--- src/rtl/switch_round_robin_arbiter.sv ---
// -----------------------------------------------------------------------------
// switch_round_robin_arbiter
//
// Shares one display resource (hex->7-seg converter and its digit) among
// NUM_REQ switch requesters. One requester owns the resource at a time, for at
// most HOLD_CYCLES clocks. Priority then rotates so that every active switch
// gets served in turn.
//
// Ports
//   CLOCK_50_I     in   1         system clock, all state on rising edge
//   RESET_I        in   1         asynchronous active-high reset
//   REQ_I          in   NUM_REQ   raw switch levels, asynchronous to the clock
//   GRANT_O        out  NUM_REQ   one-hot grant, all zero when nobody owns it
//   GRANT_ID_O     out  4         index of the current owner, 4'hF when none
//   BUSY_O         out  1         high while a grant is active
//   GRANT_COUNT_O  out  8         grants issued since reset, saturates at 8'hFF
//
// Parameters
//   NUM_REQ      number of requesters, 2..15 (4'hF is the "no owner" id)
//   HOLD_CYCLES  maximum number of cycles one grant is held, >= 1
//
// Every output comes straight from a register. REQ_I only reaches the FSM
// through a two-flop synchroniser.
// -----------------------------------------------------------------------------
module switch_round_robin_arbiter #(
  parameter int NUM_REQ     = 10,
  parameter int HOLD_CYCLES = 50000000
) (
  input  logic               CLOCK_50_I,
  input  logic               RESET_I,
  input  logic [NUM_REQ-1:0] REQ_I,
  output logic [NUM_REQ-1:0] GRANT_O,
  output logic [3:0]         GRANT_ID_O,
  output logic               BUSY_O,
  output logic [7:0]         GRANT_COUNT_O
);

  // Wide enough to hold HOLD_CYCLES itself. The counter only ever loads
  // HOLD_CYCLES-1 and then counts down to zero.
  localparam int CNT_W = $clog2(HOLD_CYCLES + 1);

  localparam logic [CNT_W-1:0]   HOLD_LOAD = CNT_W'(HOLD_CYCLES - 1);
  localparam logic [3:0]         ID_NONE   = 4'hF;
  localparam logic [3:0]         LAST_ID   = 4'(NUM_REQ - 1);
  localparam logic [NUM_REQ-1:0] ONE_HOT0  = NUM_REQ'(1);

  typedef enum logic [1:0] {
    S_IDLE  = 2'd0,
    S_GRANT = 2'd1,
    S_GAP   = 2'd2
  } state_t;

  // ---------------------------------------------------------------------------
  // Request synchroniser
  // ---------------------------------------------------------------------------
  logic [NUM_REQ-1:0] req_meta_reg;
  logic [NUM_REQ-1:0] req_s_reg;

  always_ff @(posedge CLOCK_50_I or posedge RESET_I) begin
    if (RESET_I) begin
      req_meta_reg <= '0;
      req_s_reg    <= '0;
    end else begin
      req_meta_reg <= REQ_I;
      req_s_reg    <= req_meta_reg;
    end
  end

  // ---------------------------------------------------------------------------
  // Arbitration state
  // ---------------------------------------------------------------------------
  state_t             state_reg;
  logic [3:0]         ptr_reg;      // highest-priority index for the next pick
  logic [3:0]         owner_reg;    // kept through S_GAP to advance the pointer
  logic [CNT_W-1:0]   hold_cnt_reg;
  logic [NUM_REQ-1:0] grant_reg;
  logic [3:0]         grant_id_reg;
  logic               busy_reg;
  logic [7:0]         grant_count_reg;

  // ---------------------------------------------------------------------------
  // Round-robin search
  //
  // Candidate gi is the requester gi places after the pointer, with wrap-around.
  // The lowest-numbered candidate whose request is set wins. The just-served
  // owner sits at the very end of that order. A lone requester is still found,
  // because the search wraps back round to it.
  // ---------------------------------------------------------------------------
  logic [NUM_REQ-1:0]      cand_hit;
  logic [NUM_REQ-1:0][3:0] cand_idx;
  logic                    pick_valid;
  logic [3:0]              pick_idx;

  genvar gi;
  generate
    for (gi = 0; gi < NUM_REQ; gi++) begin : g_cand
      logic [4:0] sum;
      assign sum = {1'b0, ptr_reg} + 5'(gi);
      assign cand_idx[gi] = (sum >= 5'(NUM_REQ)) ? 4'(sum - 5'(NUM_REQ)) : sum[3:0];
      // Use a mask instead of a variable bit-select, so the index width does
      // not have to match $clog2(NUM_REQ).
      assign cand_hit[gi] = |(req_s_reg & (ONE_HOT0 << cand_idx[gi]));
    end
  endgenerate

  always_comb begin
    pick_valid = 1'b0;
    pick_idx   = ID_NONE;
    // Walk from the back, so the nearest candidate after the pointer is the
    // last one written and therefore wins.
    for (int i = NUM_REQ - 1; i >= 0; i--) begin
      if (cand_hit[i]) begin
        pick_valid = 1'b1;
        pick_idx   = cand_idx[i];
      end
    end
  end

  // grant_reg is one-hot on the owner during S_GRANT, so this picks out
  // req_s[owner].
  logic owner_req;
  assign owner_req = |(req_s_reg & grant_reg);

  // ---------------------------------------------------------------------------
  // FSM with registered outputs
  // ---------------------------------------------------------------------------
  always_ff @(posedge CLOCK_50_I or posedge RESET_I) begin
    if (RESET_I) begin
      state_reg       <= S_IDLE;
      ptr_reg         <= 4'd0;
      owner_reg       <= 4'd0;
      hold_cnt_reg    <= '0;
      grant_reg       <= '0;
      grant_id_reg    <= ID_NONE;
      busy_reg        <= 1'b0;
      grant_count_reg <= 8'd0;
    end else begin
      case (state_reg)
        S_IDLE: begin
          if (pick_valid) begin
            owner_reg    <= pick_idx;
            grant_reg    <= ONE_HOT0 << pick_idx;
            grant_id_reg <= pick_idx;
            busy_reg     <= 1'b1;
            hold_cnt_reg <= HOLD_LOAD;
            if (grant_count_reg != 8'hFF) begin
              grant_count_reg <= grant_count_reg + 8'd1;
            end
            state_reg <= S_GRANT;
          end
        end

        S_GRANT: begin
          // An early release and expiry of the hold time both take the same
          // single exit. The loaded value of HOLD_CYCLES-1 plus the cycle
          // that sees zero gives exactly HOLD_CYCLES grant cycles.
          if (!owner_req || (hold_cnt_reg == '0)) begin
            grant_reg    <= '0;
            grant_id_reg <= ID_NONE;
            busy_reg     <= 1'b0;
            state_reg    <= S_GAP;
          end else begin
            hold_cnt_reg <= hold_cnt_reg - 1'b1;
          end
        end

        S_GAP: begin
          // The owner just served becomes the lowest priority next round.
          ptr_reg   <= (owner_reg == LAST_ID) ? 4'd0 : owner_reg + 4'd1;
          state_reg <= S_IDLE;
        end

        default: begin
          // Unused encoding: drop any grant and return to idle.
          grant_reg    <= '0;
          grant_id_reg <= ID_NONE;
          busy_reg     <= 1'b0;
          state_reg    <= S_IDLE;
        end
      endcase
    end
  end

  assign GRANT_O       = grant_reg;
  assign GRANT_ID_O    = grant_id_reg;
  assign BUSY_O        = busy_reg;
  assign GRANT_COUNT_O = grant_count_reg;

endmodule

--- config.mk ---
export PLATFORM = sky130hd
export DESIGN_NAME = switch_round_robin_arbiter
export DESIGN_NICKNAME = d
export VERILOG_FILES = /design/src/rtl/switch_round_robin_arbiter.sv
export SDC_FILE = /design/constraint.sdc
export NUM_CORES = 1
export LEC_CHECK = 0
export ABC_AREA = 1
export BUFFER_PORTS_ARGS = -buffer_cell sky130_fd_sc_hd__buf_2
export CORE_MARGIN = 2
export CORE_UTILIZATION = 45
export DETAILED_ROUTE_END_ITERATION = 16
export PLACE_DENSITY = 0.7
export SYNTH_ARGS = -nofsm -noshare
export SYNTH_HDL_FRONTEND = slang
export SYNTH_SLANG_ARGS = --single-unit
--- constraint.sdc ---
create_clock -name CLOCK_50_I -period 4 [get_ports CLOCK_50_I]
set_clock_uncertainty 0.05 [all_clocks]
set_input_delay 0.4 -clock CLOCK_50_I [delete_from_list [all_inputs] [get_ports CLOCK_50_I]]
set_output_delay 0.4 -clock CLOCK_50_I [all_outputs]
set_load 0.005 [all_outputs]
### Yosys cells after proc, flatten, opt, wreduce, memory -nomap -nowiden

Index checks and enable logic that the tools add are counted.

* order comparisons: 10
* mux-type cells: 46
* bitwise logic cells: 12
* shift operators: 11
* reductions and logical operators: 21
* $add $sub $neg: 22
* eq/ne operators: 7

Operator list (number)
* AND 10 bit: 11
* OR reduction 10 bit: 11
* << shifter 1 x 4 -> 10 bit (first input constant): 11
* 2-to-1 mux 4 bit: 23
* 2-to-1 mux 26 bit: 2
* one-hot mux 26 bit (2 select lines): 1
* >= comparator 5 x 4 -> 1 bit (second input constant): 9
* subtractor 4 bit (second input constant): 10
* one-hot mux 10 bit (3 select lines): 1
* logical NOT 26 bit: 1
* subtractor 26 x 1 -> 26 bit (second input constant): 1
* adder 4 x 3 -> 5 bit (second input constant): 4
* 2-to-1 mux 10 bit: 2
* 2-to-1 mux 1 bit: 12
* one-hot mux 4 bit (3 select lines): 1
* adder 4 x 2 -> 5 bit (second input constant): 2
* adder 4 x 4 -> 5 bit (second input constant): 2
* AND reduction 3 bit: 3
* adder 8 x 1 -> 8 bit (second input constant): 1
* inequality test 8 bit (second input constant): 1
* inequality test 2 bit (second input constant): 3
* adder 4 x 1 -> 5 bit (second input constant): 1
* adder 4 x 1 -> 4 bit (second input constant): 1
* equality test 4 bit (second input constant): 1
* 12 further kinds: 14

* input bits: 12
* logic and storage cells: 139
* output and inout bits: 23
* flip-flop bits (word level): 79

### Logic depth before layout (Yosys ltp)

Gate-level depths: netlist of run 1.

* word-level depth: 19
* gate-level depth with buffers: 32

### Worst setup path after synthesis of run 1

OpenSTA, ideal clock, no wires.

* kind: reg-to-reg
* start point: register ptr_reg[0]
* end point: register grant_reg[0] (netlist: GRANT_O[0])
* arrival: 3.767 ns
* required time: 3.872 ns
* setup slack: 0.104 ns
* stages on the path, launching flop included: 29
* path through: dfrtp_1 > inv_2 > buf_2 > buf_1 > ha_1 > buf_2 > clkinv_1 > ha_1 > inv_1 > nand4_1 > nand3_1 > nand2_1 > nand2_1 > nand3_1 > nand3_1 > inv_1 > nand2_1 > nand3_1 > o21ai_0 > nand2_1 > nand2_1 > nand2_1 > nand2_1 > nand2_1 > nand2_1 > nand2_1 > a21oi_2 > nand4_1 > o21bai_1

* longest elaborated chain between the ends: 19
* elaborated cells on any way between the ends: 94
* classes of those cells: add/sub: 19; order compare: 10; eq/ne: 1; shift: 11; mux: 32; bitwise: 10; reduce/logical: 11

Ends and longest elaborated chain
* start, declared: line 73 `logic [3:0] ptr_reg;`
* start signal, assigned: line 169 `ptr_reg <= (owner_reg == LAST_ID) ? 4'd0 : owner_reg + 4'd1;`
* adder 4 x 4 -> 5 bit: line 98 `assign sum = {1'b0, ptr_reg} + 5'(gi);`
* subtractor 4 bit or >= comparator 5 x 4 -> 1 bit (tied branches): line 99 `assign cand_idx[gi] = (sum >= 5'(NUM_REQ)) ? 4'(sum - 5'(NUM_REQ)) : sum[3:0];`
* 2-to-1 mux 4 bit: line 99
* << shifter 1 x 4 -> 10 bit: line 102 `assign cand_hit[gi] = |(req_s_reg & (ONE_HOT0 << cand_idx[gi]));`
* AND 10 bit: line 102
* OR reduction 10 bit: line 102
* 2-to-1 mux 4 bit (10 in series): line 112 `if (cand_hit[i]) begin`
* << shifter 1 x 4 -> 10 bit: line 142 `grant_reg <= ONE_HOT0 << pick_idx;`
* 2-to-1 mux 10 bit: line 140 `if (pick_valid) begin`
* one-hot mux 10 bit (3 select lines): line 138 `case (state_reg)`
* end signal, assigned: line 142
* end, declared: line 76 `logic [NUM_REQ-1:0] grant_reg;`

Parallel ways exist; a longest one is shown, timed or not. The select of a mux whose other input is x is not followed.
A chain may end at the register's enable or synchronous reset.

### Final worst setup path of run 1

* start point: register ptr_reg[1]
* end point: register grant_id_reg[0] (netlist: GRANT_ID_O[0])

* longest elaborated chain between the ends: 18
* elaborated cells on any way between the ends: 93
* classes of those cells: add/sub: 19; order compare: 10; eq/ne: 1; shift: 10; mux: 32; bitwise: 10; reduce/logical: 11

Ends and longest elaborated chain
* adder 4 x 4 -> 5 bit: line 98
* subtractor 4 bit or >= comparator 5 x 4 -> 1 bit (tied branches): line 99
* 2-to-1 mux 4 bit: line 99
* << shifter 1 x 4 -> 10 bit: line 102
* AND 10 bit: line 102
* OR reduction 10 bit: line 102
* 2-to-1 mux 4 bit or 2-to-1 mux 1 bit (tied branches) (10 in series): line 112
* 2-to-1 mux 4 bit or inequality test 2 bit (tied branches)
* one-hot mux 4 bit (3 select lines) or AND reduction 3 bit (tied branches)
* end signal, assigned: line 143 `grant_id_reg <= pick_idx;`
* end, declared: line 77 `logic [3:0] grant_id_reg;`

Parallel ways exist; a longest one is shown, timed or not. The select of a mux whose other input is x is not followed.

==> flow_summary_export.csv, run 1 <==
group,metric,value,unit
sta,rsz0062_at_grt,"yes",
floorplan,io_pins,35,
cells_and_area,final_nets,1109,
cells_and_area,largest_register_ffs,26,
place,portBuffers,34,
cells_and_area,drive_above_1_share,15.8,%
yosys,ys_warn_count,0,
yosys,ys.flop_type,"dfrtp_1",
route,via_per_inst,5.62,
worst_setup_path,max_stage_delay,0.40,ns
yosys,ys_ff_latch,79,
global_route,grt_pass1_wl,32800,um
yosys,synth.most_common_cell,"nand2_1",
place,gp_congestion,0.918,
run,max-cap-violations,0,
yosys,async_flop_share,100,%
sta,worstMarginPinSlew,0.939,ns
worst_setup_path,crit_top_cell,"nand2_1",
route,drt_iter0_markers,697,
clock_tree,numClockSinks,79,
yosys,synth_top_area_share,27.4,%
clock_tree,htreeDepth,3,
worst_setup_path,critPathArrivalTime,3.97,ns
global_route,grt_max_degree,55,
clock_tree,cts_buffer_depth,2,
cells_and_area,fillers,1484,
clock_tree,cts_made_buffers,9,
hold_path,hold_class,"in -> reg",
clock_tree,clk_latency,0.33,ns
worst_setup_path,endpoint_kind,"register",
floorplan,die_w,127,um
sta,slew_headroom,37.4,%
yosys,synth_edf_count,0,
yosys,seq_area_frac_synth,28.9,%
place,dp_slack,0.154,ns
route,drcViolationCount,0,
cells_and_area,antennaDiodeCount,0,
sta,finalHoldViolations,0,
cells_and_area,fin_util,51.2,%
yosys,synth_area_per_cell,6.68,um^2
worst_setup_path,crit_chain,"inv_2 > buf_6 > ha_1 > o21ai_0 > nand2_1 > o21ai_2 > nand2_1 > nand2_2 > inv_2 > nand2_1 > o22ai_1 > o21ai_1 > nand2_1 > nand3_2 > inv_2 > nor3_2 > nand3_2 > nor2_1 > nand2_2 > nand2_4 > clkinvlp_4 > o21ai_0 > inv_1",
route,ant_nets,0,
yosys,synth_nets,1064,
route,routedWlPerCell,15.9,um
clock_tree,cts.reportedPaths.clkPinSlew,0.06,ns
sta,post-route-period-util,94.0,%
yosys,syn_area,0.00686,mm^2
yosys,synthTopCellsByCount,"nand2_1 (266), inv_1 (107), nor2_1 (107)",
global_route,grt_pass1_vias,6607,
global_route,grt_use_total,25.2,%
cells_and_area,area_growth,12.2,%
route,routed_wirelength,20100,um
sta,worst_slack,0.239,ns
floorplan,die_h,127,um
yosys,yosys.area.top_type,"dfrtp_1",
clock_tree,holdBufCountCts,0,
floorplan,start_util,45.6,%
sta,tns,0,ns
route,via_count,7104,
route,drt-pass1-iter-count,6,
yosys,synthCells,1027,
floorplan,core,0.0150,mm^2
global_route,antenna_found_initial,0,
floorplan,die-area,0.0162,mm^2
worst_setup_path,slowest_stage,"dfrtp_1",
place,hpwl,15000,um
yosys,yosys-top-cells-area,"dfrtp_1 (27%), nand2_1 (15%), nand3_1 (6.2%), inv_1 (5.9%), nor2_1 (5.9%)",
sta,setup_viol,0,
floorplan,num_rows,45,
clock_tree,cts_root_buf,"clkbuf_16",
global_route,globalRouteOverflowTotal,0,
sta,drv_slew,0,
sta,fmax,266,MHz
worst_setup_path,path_class,"reg -> reg",
worst_setup_path,cp_max_fo,9,
worst_setup_path,critical_path.startpoint_type,"register",
sta,fin_crit,3.76,ns
yosys,ys_types,57,
worst_setup_path,critical_path_required,4.21,ns
status,status,"finished clean",
clock_tree,cts_tree,"yes",
[worst max-delay path, delay by kind of cell, from the launching register on]
| family | cells | cell delay [ns] |
|---|---|---|
| simple gates | 11 | 1.45 |
| compound gates | 5 | 0.77 |
| buf+inv | 6 | 0.69 |
| flops | 1 | 0.40 |
| fa+ha+maj | 1 | 0.32 |
[repair_timing]
item | in CTS | in global routing
resized for setup | 0 | 30
buffers inserted | 0 | 2
setup endpoints to repair | 0 | 45
[metal layers]
metal,wire length (um),vias up,GRT usage (%)
met1,8320,3220,31.7
li1,-,3517,-
met5,0,-,0
met4,634,0,9.83
met3,1570,59,4.69
met2,9610,308,42.7
[logic make-up after synthesis]
| kind of cell | count (synthesis) | synth area share [%] |
|---|---|---|
| AND/OR/NAND/NOR | 569 | 37.3 |
| AO/OA/AOI/OAI | 168 | 15.4 |
| buffers and inverters | 155 | 9.45 |
| flip-flops | 79 | 28.9 |
| XOR/XNOR | 31 | 4.29 |
| adder cells (fa/ha/maj) | 25 | 4.67 |
[stage by stage]
step,std cells,cell area (um^2),hold slack (ns)
CTS,1263,7580,0.108
global route,1265,7690,0.106
finish,1265,7690,0.120
global placement,1247,7290,0.282
floorplan,1027,6860,0.281
detailed placement,1247,7290,0.285
[final cells by class]
cell class	instances	area, um^2	share of cell area [%]
clock buffer	10	229	2.98
inverter	127	488	6.34
tap	188	235	3.06
clock inverter	6	62.6	0.813
multi-input combinational	793	4310	56.0
timing repair buffer	62	388	5.04
sequential	79	1980	25.8
[final timing paths]
check / start / to / slack, ns / depth (start not counted)
max: ptr_reg[1]$_DFFE_PP0P_ / GRANT_ID_O[0]$_DFFE_PP1P_ / 0.24 / 23
max in group asynchronous: RESET_I / GRANT_ID_O[0]$_DFFE_PP1P_ / 2.79 / 3
min reg2reg: req_meta_reg[0]$_DFF_PP0_ / req_s_reg[0]$_DFF_PP0_ / 0.30 / 0
min: REQ_I[9] / req_meta_reg[9]$_DFF_PP0_ / 0.12 / 1
max reg2reg: ptr_reg[1]$_DFFE_PP0P_ / GRANT_ID_O[0]$_DFFE_PP1P_ / 0.24 / 23
min in group asynchronous: RESET_I / req_meta_reg[1]$_DFF_PP0_ / 0.18 / 2
[cell usage in the layout, fill, tap and decap left out, drive strengths merged]
| cell | n |
|---|---|
| nor3 | 13 |
| a221oi | 3 |
| nand2 | 281 |
| o21ai | 104 |
| clkbuf | 10 |
| o21bai | 5 |
| nor4b | 1 |
| o31ai | 6 |
| clkinv | 6 |
| buf | 62 |
| nand3 | 90 |
| nor3b | 1 |
| nor4 | 24 |
| a2111o | 1 |
| nand3b | 7 |
| inv | 121 |
| o211ai | 3 |
| dfrtp | 75 |
| o221ai | 2 |
| xor2 | 26 |
| nand4 | 35 |
| and3 | 1 |
| o41ai | 4 |
| a21oi | 19 |
| o22ai | 13 |
| o2111ai | 2 |
| clkinvlp | 5 |
| a32oi | 1 |
| dfstp | 4 |
| ha | 24 |
| a31oi | 1 |
| or2 | 4 |
| nor2 | 112 |
| xnor2 | 5 |
| fa | 1 |
| a211oi | 1 |
| bufinv | 1 |
| o21a | 3 |
Power of run 1 is not shown: default switching activity piles up to over one toggle a cycle in this logic, so the estimate is an artifact.
==> run 2, diff against run 1 <==
--- a/config.mk
+++ b/config.mk
@@ -7,10 +7,13 @@
 export LEC_CHECK = 0
 export ABC_AREA = 1
 export BUFFER_PORTS_ARGS = -buffer_cell sky130_fd_sc_hd__buf_2
+export CELL_PAD_IN_SITES_DETAIL_PLACEMENT = 0
+export CELL_PAD_IN_SITES_GLOBAL_PLACEMENT = 2
 export CORE_MARGIN = 2
-export CORE_UTILIZATION = 45
+export CORE_UTILIZATION = 33
+export CTS_BUF_LIST = sky130_fd_sc_hd__clkbuf_8
 export DETAILED_ROUTE_END_ITERATION = 16
-export PLACE_DENSITY = 0.7
+export PLACE_DENSITY = 0.86
 export SYNTH_ARGS = -nofsm -noshare
 export SYNTH_HDL_FRONTEND = slang
 export SYNTH_SLANG_ARGS = --single-unit
==> run 2 against run 1 <==
  * Die area up 35%
  * Hold slack worse by 0.028 ns
  * Critical path type unchanged
  * Flip-flop and latch count is the same
  * Final area grew 1.0%
  * Core utilization fell by 13 points
  * Worst setup slack worse by 0.0046 ns
  * Wire length is 15% higher
  * Cell count up 7.2%
  * Critical endpoint is now hold_cnt_reg[15]$_DFFE_PP0P_
  * Largest cell class unchanged
  * Critical path depth shrank 2
  * Via count is 0.15% lower
  * First-iteration DRC count fell by 11%
  * Count of clock-buffer cells in the layout did not move
==> flow_summary_export.csv, run 2 (same netlist as run 1, synthesis figures left out) <==
group,metric,value,unit
status,status,"finished clean",
cells_and_area,drive_above_1_share,16.6,%
route,wl_met3,1330,um
clock_tree,cts_made_buffers,9,
cells_and_area,fin_util,38.3,%
worst_setup_path,cp_max_fo,19,
sta,setup_viol,0,
global_route,grt_pass1_wl,36900,um
floorplan,die-area,0.0219,mm^2
cells_and_area,antennaDiodeCount,0,
floorplan,die_h,148,um
cells_and_area,final_nets,1118,
cells_and_area,final_cell_mix,"nand2_1 (261), inv_1 (108), nor2_1 (105)",
route,via_count,7093,
sta,slew_headroom,29.0,%
clock_tree,cts_buffer_depth,2,
place,portBuffers,34,
sta,post-route-period-util,94.1,%
clock_tree,holdBufCountCts,0,
route,routedWlPerCell,17.1,um
clock_tree,numClockSinks,79,
route,highest_layer,"met4",
floorplan,start_util,33.8,%
sta,finalHoldViolations,0,
cells_and_area,multi_input_area,0.00434,mm^2
worst_setup_path,critical_path_required,4.19,ns
global_route,grt_max_degree,60,
global_route,antenna_found_initial,0,
run,max-cap-violations,0,
route,ant_nets,0,
sta,worstMarginPinSlew,1.06,ns
cells_and_area,final_common_cell,"nand2_1",
route,drt_iter0_markers,621,
worst_setup_path,endpoint_kind,"register",
worst_setup_path,path_class,"reg -> reg",
cells_and_area,fillers,2189,
sta,fin_crit,3.77,ns
route,met2_length,10200,um
cells_and_area,area_growth,13.3,%
clock_tree,cts_root_buf,"clkbuf_8",
route,drcViolationCount,0,
cells_and_area,fin_cells,1356,
clock_tree,cts.reportedPaths.clkPinSlew,0.08,ns
worst_setup_path,critPathArrivalTime,3.96,ns
clock_tree,cts_resized,0,
floorplan,die_w,148,um
floorplan,num_rows,52,
floorplan,io_pins,35,
clock_tree,htreeDepth,3,
hold_path,hold_class,"in -> reg",
route,met1_length,11200,um
worst_setup_path,critical_path.startpoint_type,"register",
global_route,grt_pass1_vias,6672,
route,drt-pass1-iter-count,7,
route,via_per_inst,5.23,
place,gp_congestion,0.895,
route,routed_wirelength,23100,um
place,dp.cells,1340,
sta,drv_slew,0,
clock_tree,postCtsSetupBuffers,0,
cells_and_area,design_area,0.00777,mm^2
global_route,grt_use_total,21.3,%
clock_tree,clk_latency,0.36,ns
clock_tree,cts_tree,"yes",
place,placed_area,0.00747,mm^2
cells_and_area,seqCellArea,0.00199,mm^2
sta,tns,0,ns
place,hpwl,17600,um
sta,fmax,266,MHz
cells_and_area,largest_register_ffs,26,
global_route,globalRouteOverflowTotal,0,
floorplan,core,0.0203,mm^2
-- run 2: final timing paths --
kind,slack (ns),endpoint,cells after the start,start
min in group asynchronous,0.21,GRANT_O[6]$_DFFE_PP0P_,2,RESET_I
worst min register to register,0.30,req_s_reg[5]$_DFF_PP0_,0,req_meta_reg[5]$_DFF_PP0_
worst max-delay path,0.23,hold_cnt_reg[15]$_DFFE_PP0P_,21,ptr_reg[1]$_DFFE_PP0P_
worst max register to register,0.23,hold_cnt_reg[15]$_DFFE_PP0P_,21,ptr_reg[1]$_DFFE_PP0P_
worst min-delay path,0.09,req_meta_reg[6]$_DFF_PP0_,1,REQ_I[6]
max in group asynchronous,2.80,ptr_reg[1]$_DFFE_PP0P_,3,RESET_I
-- run 2: layout make-up --
type | count | share of cell area [%]
tap | 270 | 4.35
multi-input combinational | 793 | 55.8
inverter | 127 | 6.21
clock buffer | 10 | 1.77
sequential | 79 | 25.5
clock inverter | 6 | 0.483
timing repair buffer | 71 | 5.86
-- run 2: worst max-delay path: stages, from the launching register on --
cell and delay [ns]:
dfrtp_2 0.45, inv_4 0.14, ha_1 0.19, inv_1 0.05, fa_1 0.42, a31oi_4 0.24, xor2_2 0.29, inv_1 0.07
nand2_1 0.16, o22ai_1 0.12, nor2_1 0.11, o21ai_1 0.07, nand3b_1 0.15, nand3_1 0.10, nor3_2 0.13, nand3_2 0.11
nor2_1 0.13, nand2_2 0.12, nand2_2 0.16, buf_6 0.18, nor3_1 0.06, nand3b_1 0.15
-- run 2: through the flow --
stage	hold WS (ns)	worst slack, ns
after floorplan	0.281	0.104
after global placement	0.283	0.180
after detailed placement	0.286	0.194
after CTS	0.0757	0.178
after global routing	0.0726	-0.00853
final	0.0918	0.235
-- run 2: per-layer routing --
layer	track usage [%]	vias to the layer above
li1	-	3524
met1	30.7	3300
met2	33.1	241
met3	3.37	28
met4	6.43	0
met5	0	-
Power of run 2 is left out for the same reason.
